`src/rtl/reg_file_sb_if.sv`:
```
// Register-file bus: decode-side read/issue signals, writeback signals and
// scoreboard/debug outputs.
interface reg_file_sb_if #(
  parameter int DATA_W   = 32,
  parameter int ADDR_W   = 5,
  parameter int NUM_REGS = 32
);
  logic [ADDR_W-1:0]          RA;
  logic [ADDR_W-1:0]          RB;
  logic [DATA_W-1:0]          BusA;
  logic [DATA_W-1:0]          BusB;
  logic [ADDR_W-1:0]          RW;
  logic [DATA_W-1:0]          BusW;
  logic                       RegWr;
  logic                       IssueVal;
  logic [ADDR_W-1:0]          IssueRd;
  logic                       HazA;
  logic                       HazB;
  logic [NUM_REGS-1:0]        BusyVec;
  logic [DATA_W*NUM_REGS-1:0] DbgRegs;

  modport master (
    output RA, RB, RW, BusW, RegWr, IssueVal, IssueRd,
    input  BusA, BusB, HazA, HazB, BusyVec, DbgRegs
  );

  modport slave (
    input  RA, RB, RW, BusW, RegWr, IssueVal, IssueRd,
    output BusA, BusB, HazA, HazB, BusyVec, DbgRegs
  );
endinterface

```
`src/rtl/reg_file_sb.sv`:
```
// Parametrised register file with write-to-read bypass, optional zero register
// and per-register busy scoreboard. Define REGFILE_DBG_EN to expose DbgRegs.
module reg_file_sb #(
  parameter int DATA_W   = 32,
  parameter int ADDR_W   = 5,
  parameter int NUM_REGS = 32,
  parameter int ZERO_REG = 1
) (
  input logic          Clk,
  input logic          Rst,
  reg_file_sb_if.slave bus
);
  localparam int              IDX_W    = (NUM_REGS > 1) ? $clog2(NUM_REGS) : 1;
  localparam logic [ADDR_W:0] LP_NREGS = (ADDR_W + 1)'(NUM_REGS);

  logic [DATA_W-1:0]   r_regs [NUM_REGS];
  logic [NUM_REGS-1:0] r_busy;
  logic [NUM_REGS-1:0] w_busy_nxt;

  logic [ADDR_W-1:0] w_ra;
  logic [ADDR_W-1:0] w_rb;
  logic [ADDR_W-1:0] w_rw;
  logic [ADDR_W-1:0] w_issue_rd;
  logic [DATA_W-1:0] w_busw;
  logic              w_regwr;
  logic              w_issue;
  logic              w_wr_legal;

  assign w_ra       = bus.RA;
  assign w_rb       = bus.RB;
  assign w_rw       = bus.RW;
  assign w_issue_rd = bus.IssueRd;
  assign w_busw     = bus.BusW;
  assign w_regwr    = bus.RegWr;
  assign w_issue    = bus.IssueVal;

  function automatic logic in_range(input logic [ADDR_W-1:0] a);
    return ({1'b0, a} < LP_NREGS);
  endfunction

  function automatic logic is_zero(input logic [ADDR_W-1:0] a);
    return (ZERO_REG != 0) && (a == '0);
  endfunction

  assign w_wr_legal = w_regwr && in_range(w_rw) && !is_zero(w_rw);

  // Zero register and out-of-range addresses win over the bypass.
  function automatic logic [DATA_W-1:0] rd_data(input logic [ADDR_W-1:0] a);
    if (!in_range(a) || is_zero(a)) return '0;
    if (w_wr_legal && (w_rw == a))  return w_busw;
    return r_regs[a[IDX_W-1:0]];
  endfunction

  function automatic logic rd_haz(input logic [ADDR_W-1:0] a);
    if (!in_range(a)) return 1'b0;
    return r_busy[a[IDX_W-1:0]] && !(w_regwr && (w_rw == a));
  endfunction

  assign bus.BusA    = Rst ? '0   : rd_data(w_ra);
  assign bus.BusB    = Rst ? '0   : rd_data(w_rb);
  assign bus.HazA    = Rst ? 1'b0 : rd_haz(w_ra);
  assign bus.HazB    = Rst ? 1'b0 : rd_haz(w_rb);
  assign bus.BusyVec = r_busy;

  always_ff @(posedge Clk or posedge Rst) begin
    if (Rst) begin
      for (int i = 0; i < NUM_REGS; i++) r_regs[i] <= '0;
    end else if (w_wr_legal) begin
      r_regs[w_rw[IDX_W-1:0]] <= w_busw;
    end
  end

  // A new issue to the same register beats its writeback: the newer producer owns it.
  always_comb begin
    w_busy_nxt = r_busy;
    for (int i = 0; i < NUM_REGS; i++) begin
      if (w_issue && (w_issue_rd == ADDR_W'(i)) && !((ZERO_REG != 0) && (i == 0)))
        w_busy_nxt[i] = 1'b1;
      else if (w_regwr && (w_rw == ADDR_W'(i)))
        w_busy_nxt[i] = 1'b0;
    end
  end

  always_ff @(posedge Clk or posedge Rst) begin
    if (Rst) r_busy <= '0;
    else     r_busy <= w_busy_nxt;
  end

`ifdef REGFILE_DBG_EN
  for (genvar g = 0; g < NUM_REGS; g++) begin : g_dbg
    if ((ZERO_REG != 0) && (g == 0)) begin : g_zero
      assign bus.DbgRegs[g*DATA_W +: DATA_W] = '0;
    end else begin : g_live
      assign bus.DbgRegs[g*DATA_W +: DATA_W] = r_regs[g];
    end
  end
`else
  assign bus.DbgRegs = '0;
`endif

endmodule

```
`src/flat_wrapper.sv`:
```
// flat-port wrapper written by rule: the top's interface ports become plain ports
module reg_file_sb_flat 
#(
  parameter int DATA_W   = 32,
  parameter int ADDR_W   = 5,
  parameter int NUM_REGS = 32,
  parameter int ZERO_REG = 1
)
  (Clk, Rst, bus_RA, bus_RB, bus_RW, bus_BusW, bus_RegWr, bus_IssueVal, bus_IssueRd, bus_BusA, bus_BusB, bus_HazA, bus_HazB, bus_BusyVec, bus_DbgRegs);
  reg_file_sb_if #(.DATA_W(DATA_W), .ADDR_W(ADDR_W), .NUM_REGS(NUM_REGS)) bus_i ();
  input logic Clk;
  input logic Rst;
  input wire logic [$bits(bus_i.RA)-1:0] bus_RA;
  input wire logic [$bits(bus_i.RB)-1:0] bus_RB;
  input wire logic [$bits(bus_i.RW)-1:0] bus_RW;
  input wire logic [$bits(bus_i.BusW)-1:0] bus_BusW;
  input wire logic [$bits(bus_i.RegWr)-1:0] bus_RegWr;
  input wire logic [$bits(bus_i.IssueVal)-1:0] bus_IssueVal;
  input wire logic [$bits(bus_i.IssueRd)-1:0] bus_IssueRd;
  output wire logic [$bits(bus_i.BusA)-1:0] bus_BusA;
  output wire logic [$bits(bus_i.BusB)-1:0] bus_BusB;
  output wire logic [$bits(bus_i.HazA)-1:0] bus_HazA;
  output wire logic [$bits(bus_i.HazB)-1:0] bus_HazB;
  output wire logic [$bits(bus_i.BusyVec)-1:0] bus_BusyVec;
  output wire logic [$bits(bus_i.DbgRegs)-1:0] bus_DbgRegs;
  assign bus_i.RA = bus_RA;
  assign bus_i.RB = bus_RB;
  assign bus_i.RW = bus_RW;
  assign bus_i.BusW = bus_BusW;
  assign bus_i.RegWr = bus_RegWr;
  assign bus_i.IssueVal = bus_IssueVal;
  assign bus_i.IssueRd = bus_IssueRd;
  assign bus_BusA = bus_i.BusA;
  assign bus_BusB = bus_i.BusB;
  assign bus_HazA = bus_i.HazA;
  assign bus_HazB = bus_i.HazB;
  assign bus_BusyVec = bus_i.BusyVec;
  assign bus_DbgRegs = bus_i.DbgRegs;
  reg_file_sb #(.DATA_W(DATA_W), .ADDR_W(ADDR_W), .NUM_REGS(NUM_REGS), .ZERO_REG(ZERO_REG)) u_core (.Clk(Clk), .Rst(Rst), .bus(bus_i));
endmodule
```
`config.mk`:
```
export PLATFORM = sky130hd
export DESIGN_NAME = reg_file_sb_flat
export DESIGN_NICKNAME = d
export VERILOG_FILES = /design/src/rtl/reg_file_sb_if.sv /design/src/rtl/reg_file_sb.sv /design/src/flat_wrapper.sv
export SDC_FILE = /design/constraint.sdc
export NUM_CORES = 2
export LEC_CHECK = 0
export BUFFER_PORTS_ARGS = -buffer_cell sky130_fd_sc_hd__buf_2
export CELL_PAD_IN_SITES_DETAIL_PLACEMENT = 1
export CELL_PAD_IN_SITES_GLOBAL_PLACEMENT = 1
export CORE_AREA = 2 2 458 460
export DETAILED_ROUTE_END_ITERATION = 12
export DIE_AREA = 0 0 460 462
export PLACE_DENSITY_LB_ADDON = 0.1
export SLEW_MARGIN = 20
export SYNTH_ARGS = -nofsm -noshare
export SYNTH_HDL_FRONTEND = slang
export SYNTH_SLANG_ARGS = --single-unit
```
`constraint.sdc`:
```
create_clock -name Clk -period 85.5 [get_ports Clk]
set_clock_uncertainty 0.1 [all_clocks]
set_input_delay 4.275 -clock Clk [delete_from_list [all_inputs] [get_ports Clk]]
set_output_delay 4.275 -clock Clk [all_outputs]
set_load 0.02 [all_outputs]
```
==> impl_metrics.env <==
export IMPL_io_pins=1178
export IMPL_post_cts_resized=0
export IMPL_io_buffer_count=152
export IMPL_hold_viol=0
export IMPL_fin_setup_tns_ps=0
export IMPL_hold_class="reg -> reg"
export IMPL_max_cap_violations=0
export IMPL_synth_compound_area_frac=0.0570
export IMPL_area_delta_synth_final_pct=5.64
export IMPL_pre_cts_ws_ps=72710
export IMPL_fillers=22155
export IMPL_period_share=0.148
export IMPL_cts_tree="built"
export IMPL_yosysWarningCount=0
export IMPL_crit_top_cell="buf_4"
export IMPL_grt_ovfl_total=0
export IMPL_finalPower_mw=1.60
export IMPL_fin_nets=5039
export IMPL_status="completed"
export IMPL_synth_main_ff_cell="dfrtp_1"
export IMPL_dp_cells=7566
export IMPL_synth_cell_types=68
export IMPL_clk_latency_ps=770
export IMPL_stdcell_count=7809
export IMPL_synth_edff_count=0
export IMPL_cp_slowest_cell="buf_4"
export IMPL_holdWs_ps=290
export IMPL_detailed_place_area_um2=64500
export IMPL_syn_inst=5040
export IMPL_die_area_um2=213000
export IMPL_coreArea_um2=208000
export IMPL_slew_headroom=0.260
export IMPL_drt_first_pass_iters=5
export IMPL_setup_viol=0
export IMPL_synth_simple_area_share=0.0187
export IMPL_fp_dieW_um=460
export IMPL_p_leak_nw=31.4
export IMPL_finalMaxSlewViolations=0
export IMPL_final_core_util=0.331
export IMPL_grt_use_total=0.225
export IMPL_seq_area_frac_synth=0.404
export IMPL_worstPathArrival_ps=8310
export IMPL_drt_antenna_violating_nets=0
export IMPL_cts_root_buf="clkbuf_16"
export IMPL_ys_seq_elements=1055
export IMPL_worst_setup_path_end_kind="output pin"
export IMPL_clk_path_buf_depth=3
export IMPL_cp_start_kind="primary input"
export IMPL_final_area_um2=68900
export IMPL_initialDrtViolationCount=2541
export IMPL_synth_top_family_by_area="multiplexers"
export IMPL_seqCellArea_um2=26400
export IMPL_fmax_mhz=78.8
export IMPL_gp_congestion=0.759
export IMPL_vias_per_cell=5.18
export IMPL_first_global_vias=41317
export IMPL_avgSynthCellArea_um2=12.9
export IMPL_grt_max_degree=134
export IMPL_powerDensity_nw_per_um2=23.3
export IMPL_cts_sinks=1055
export IMPL_fin_ws_ps=72820
export IMPL_synth_adder_area_share=0
export IMPL_drt_wirelength_per_cell_um=31.3
export IMPL_tightest_slew_ps=1110
export IMPL_required_ps=81120
export IMPL_remaining_drc_errors=0
export IMPL_critPathMaxFanout=49
export IMPL_multi_input_area_um2=33000
export IMPL_async_reset_ff_frac=1.00
export IMPL_antenna_found_initial=26
export IMPL_cts_clk_slew_worst_paths_ps=50
export IMPL_start_util=0.314
export IMPL_postCtsHoldBufs=0
export IMPL_crit_chain="buf_8 > buf_4 > buf_4 > mux4_2 > nor2b_1 > a211oi_1 > or4_1 > o21ai_0 > buf_2"
export IMPL_synth_area_um2=65300
export IMPL_numCtsBuffers=135
export IMPL_finalCriticalPeriod_ps=12680
export IMPL_critical_path_class="in -> out"
export IMPL_post_cts_buffers=0
export IMPL_peakVddDrop_v=0.0000140
export IMPL_synthMuxAreaShare=0.364
export IMPL_cts_max_level=4
export IMPL_vias=40474
export IMPL_synth_xor_area_frac=0.00134
export IMPL_rsz0062_at_grt="no"
export IMPL_crit_path_max_incr_delay_ps=860
export IMPL_grt_pass1_wl_um=339000
export IMPL_rows=168
export IMPL_dp_final_hpwl_um=143000
export IMPL_die_height_um=462
export IMPL_drive_gt1_frac=0.363
export IMPL_drt_total_wl_um=244000
-- flip-flops by register name, indices dropped and copies added (netlist names) --
name                cells
u_core.bus.BusyVec     31
u_core.r_regs        1024
-- cell families after synthesis --
group | count (synthesis)
AND/OR/NAND/NOR | 232
XOR/XNOR | 10
buffers and inverters | 1479
multiplexers | 1754
flip-flops | 1055
other | 1
AO/OA/AOI/OAI | 509
-- worst paths after layout --
kind	slack [ps]	depth (start not counted)	start	endpoint
max reg2reg	84580	2	u_core.bus.BusyVec[15]$_DFFE_PP0P_	u_core.bus.BusyVec[15]$_DFFE_PP0P_
min	290	0	u_core.r_regs[1020]$_DFFE_PP0P_	u_core.r_regs[1020]$_DFFE_PP0P_
max	72820	9	bus_RA[2]	bus_BusA[17]
min in group asynchronous	3700	2	Rst	u_core.bus.BusyVec[5]$_DFFE_PP0P_
max in group asynchronous	78460	5	Rst	u_core.r_regs[618]$_DFFE_PP0P_
min reg2reg	290	0	u_core.r_regs[1020]$_DFFE_PP0P_	u_core.r_regs[1020]$_DFFE_PP0P_
-- layer usage --
layer,up-vias,share of wire,track usage
met2,1260,0.47,0.365
met3,307,0.048,0.0341
met5,-,0.00027,0
met1,22377,0.45,0.313
li1,16518,-,-
met4,12,0.025,0.0593
-- cell usage after synthesis (31+ instances only) --
| master | n | area, um^2 |
|---|---|---|
| a21oi_1 | 67 | 335 |
| mux2i_1 | 358 | 3580 |
| a221o_1 | 32 | 320 |
| dfrtp_1 | 1055 | 26400 |
| a221oi_1 | 99 | 867 |
| mux2_2 | 947 | 10700 |
| buf_4 | 1084 | 8140 |
| o22ai_1 | 31 | 194 |
| mux4_2 | 383 | 8630 |
| a22oi_1 | 52 | 390 |
| o22a_1 | 32 | 280 |
| nor2_1 | 38 | 143 |
| buf_2 | 127 | 636 |
| a21boi_0 | 34 | 255 |
| nand3_1 | 61 | 305 |
| mux2_1 | 56 | 631 |
| clkbuf_1 | 201 | 754 |
| o21ai_0 | 50 | 250 |
| nand2_1 | 49 | 184 |
| o21bai_1 | 33 | 248 |
-- placed cells by master (no fill, tap or decap), types with 30 or more instances in the layout --
cell	count
a21boi_0	34
mux2_2	947
o21ai_1	30
a21oi_1	67
clkbuf_8	32
buf_2	144
conb_1	1025
o21ai_0	50
buf_4	96
o21bai_1	33
nand2_1	34
a221o_1	32
clkbuf_1	32
a221oi_1	99
o22ai_1	31
mux2_1	56
dfrtp_1	1055
nand3_1	60
clkbuf_16	139
o22a_1	32
mux2i_1	358
a22oi_1	52
mux4_2	383
-- critical path, delay by kind of cell --
family | cells | cell delay, ps
buffers and inverters | 4 | 2190
and+or+nand+nor | 2 | 700
AOI/OAI and AO/OA | 2 | 680
muxes | 1 | 350
-- where the power goes --
part / total, mW / switching, mW / internal, mW / leakage (nW)
Sequential: 0.670 / 0.0745 / 0.595 / 13.5
Combinational: 0.353 / 0.183 / 0.170 / 15.7
Clock: 0.581 / 0.240 / 0.341 / 2.18
Total: 1.60 / 0.498 / 1.11 / 31.4
-- layout make-up --
| class | instances | area share |
|---|---|---|
| Tap cell | 2720 | 0.0494 |
| Inverter | 5 | 0.000454 |
| Clock buffer | 203 | 0.0586 |
| Timing Repair Buffer | 256 | 0.0250 |
| Multi-Input combinational cell | 3530 | 0.478 |
| Clock inverter | 38 | 0.00566 |
| Antenna cell | 2 | 0.0000726 |
| Sequential cell | 1055 | 0.383 |
Note: power is estimated with default switching activity, not from simulation.
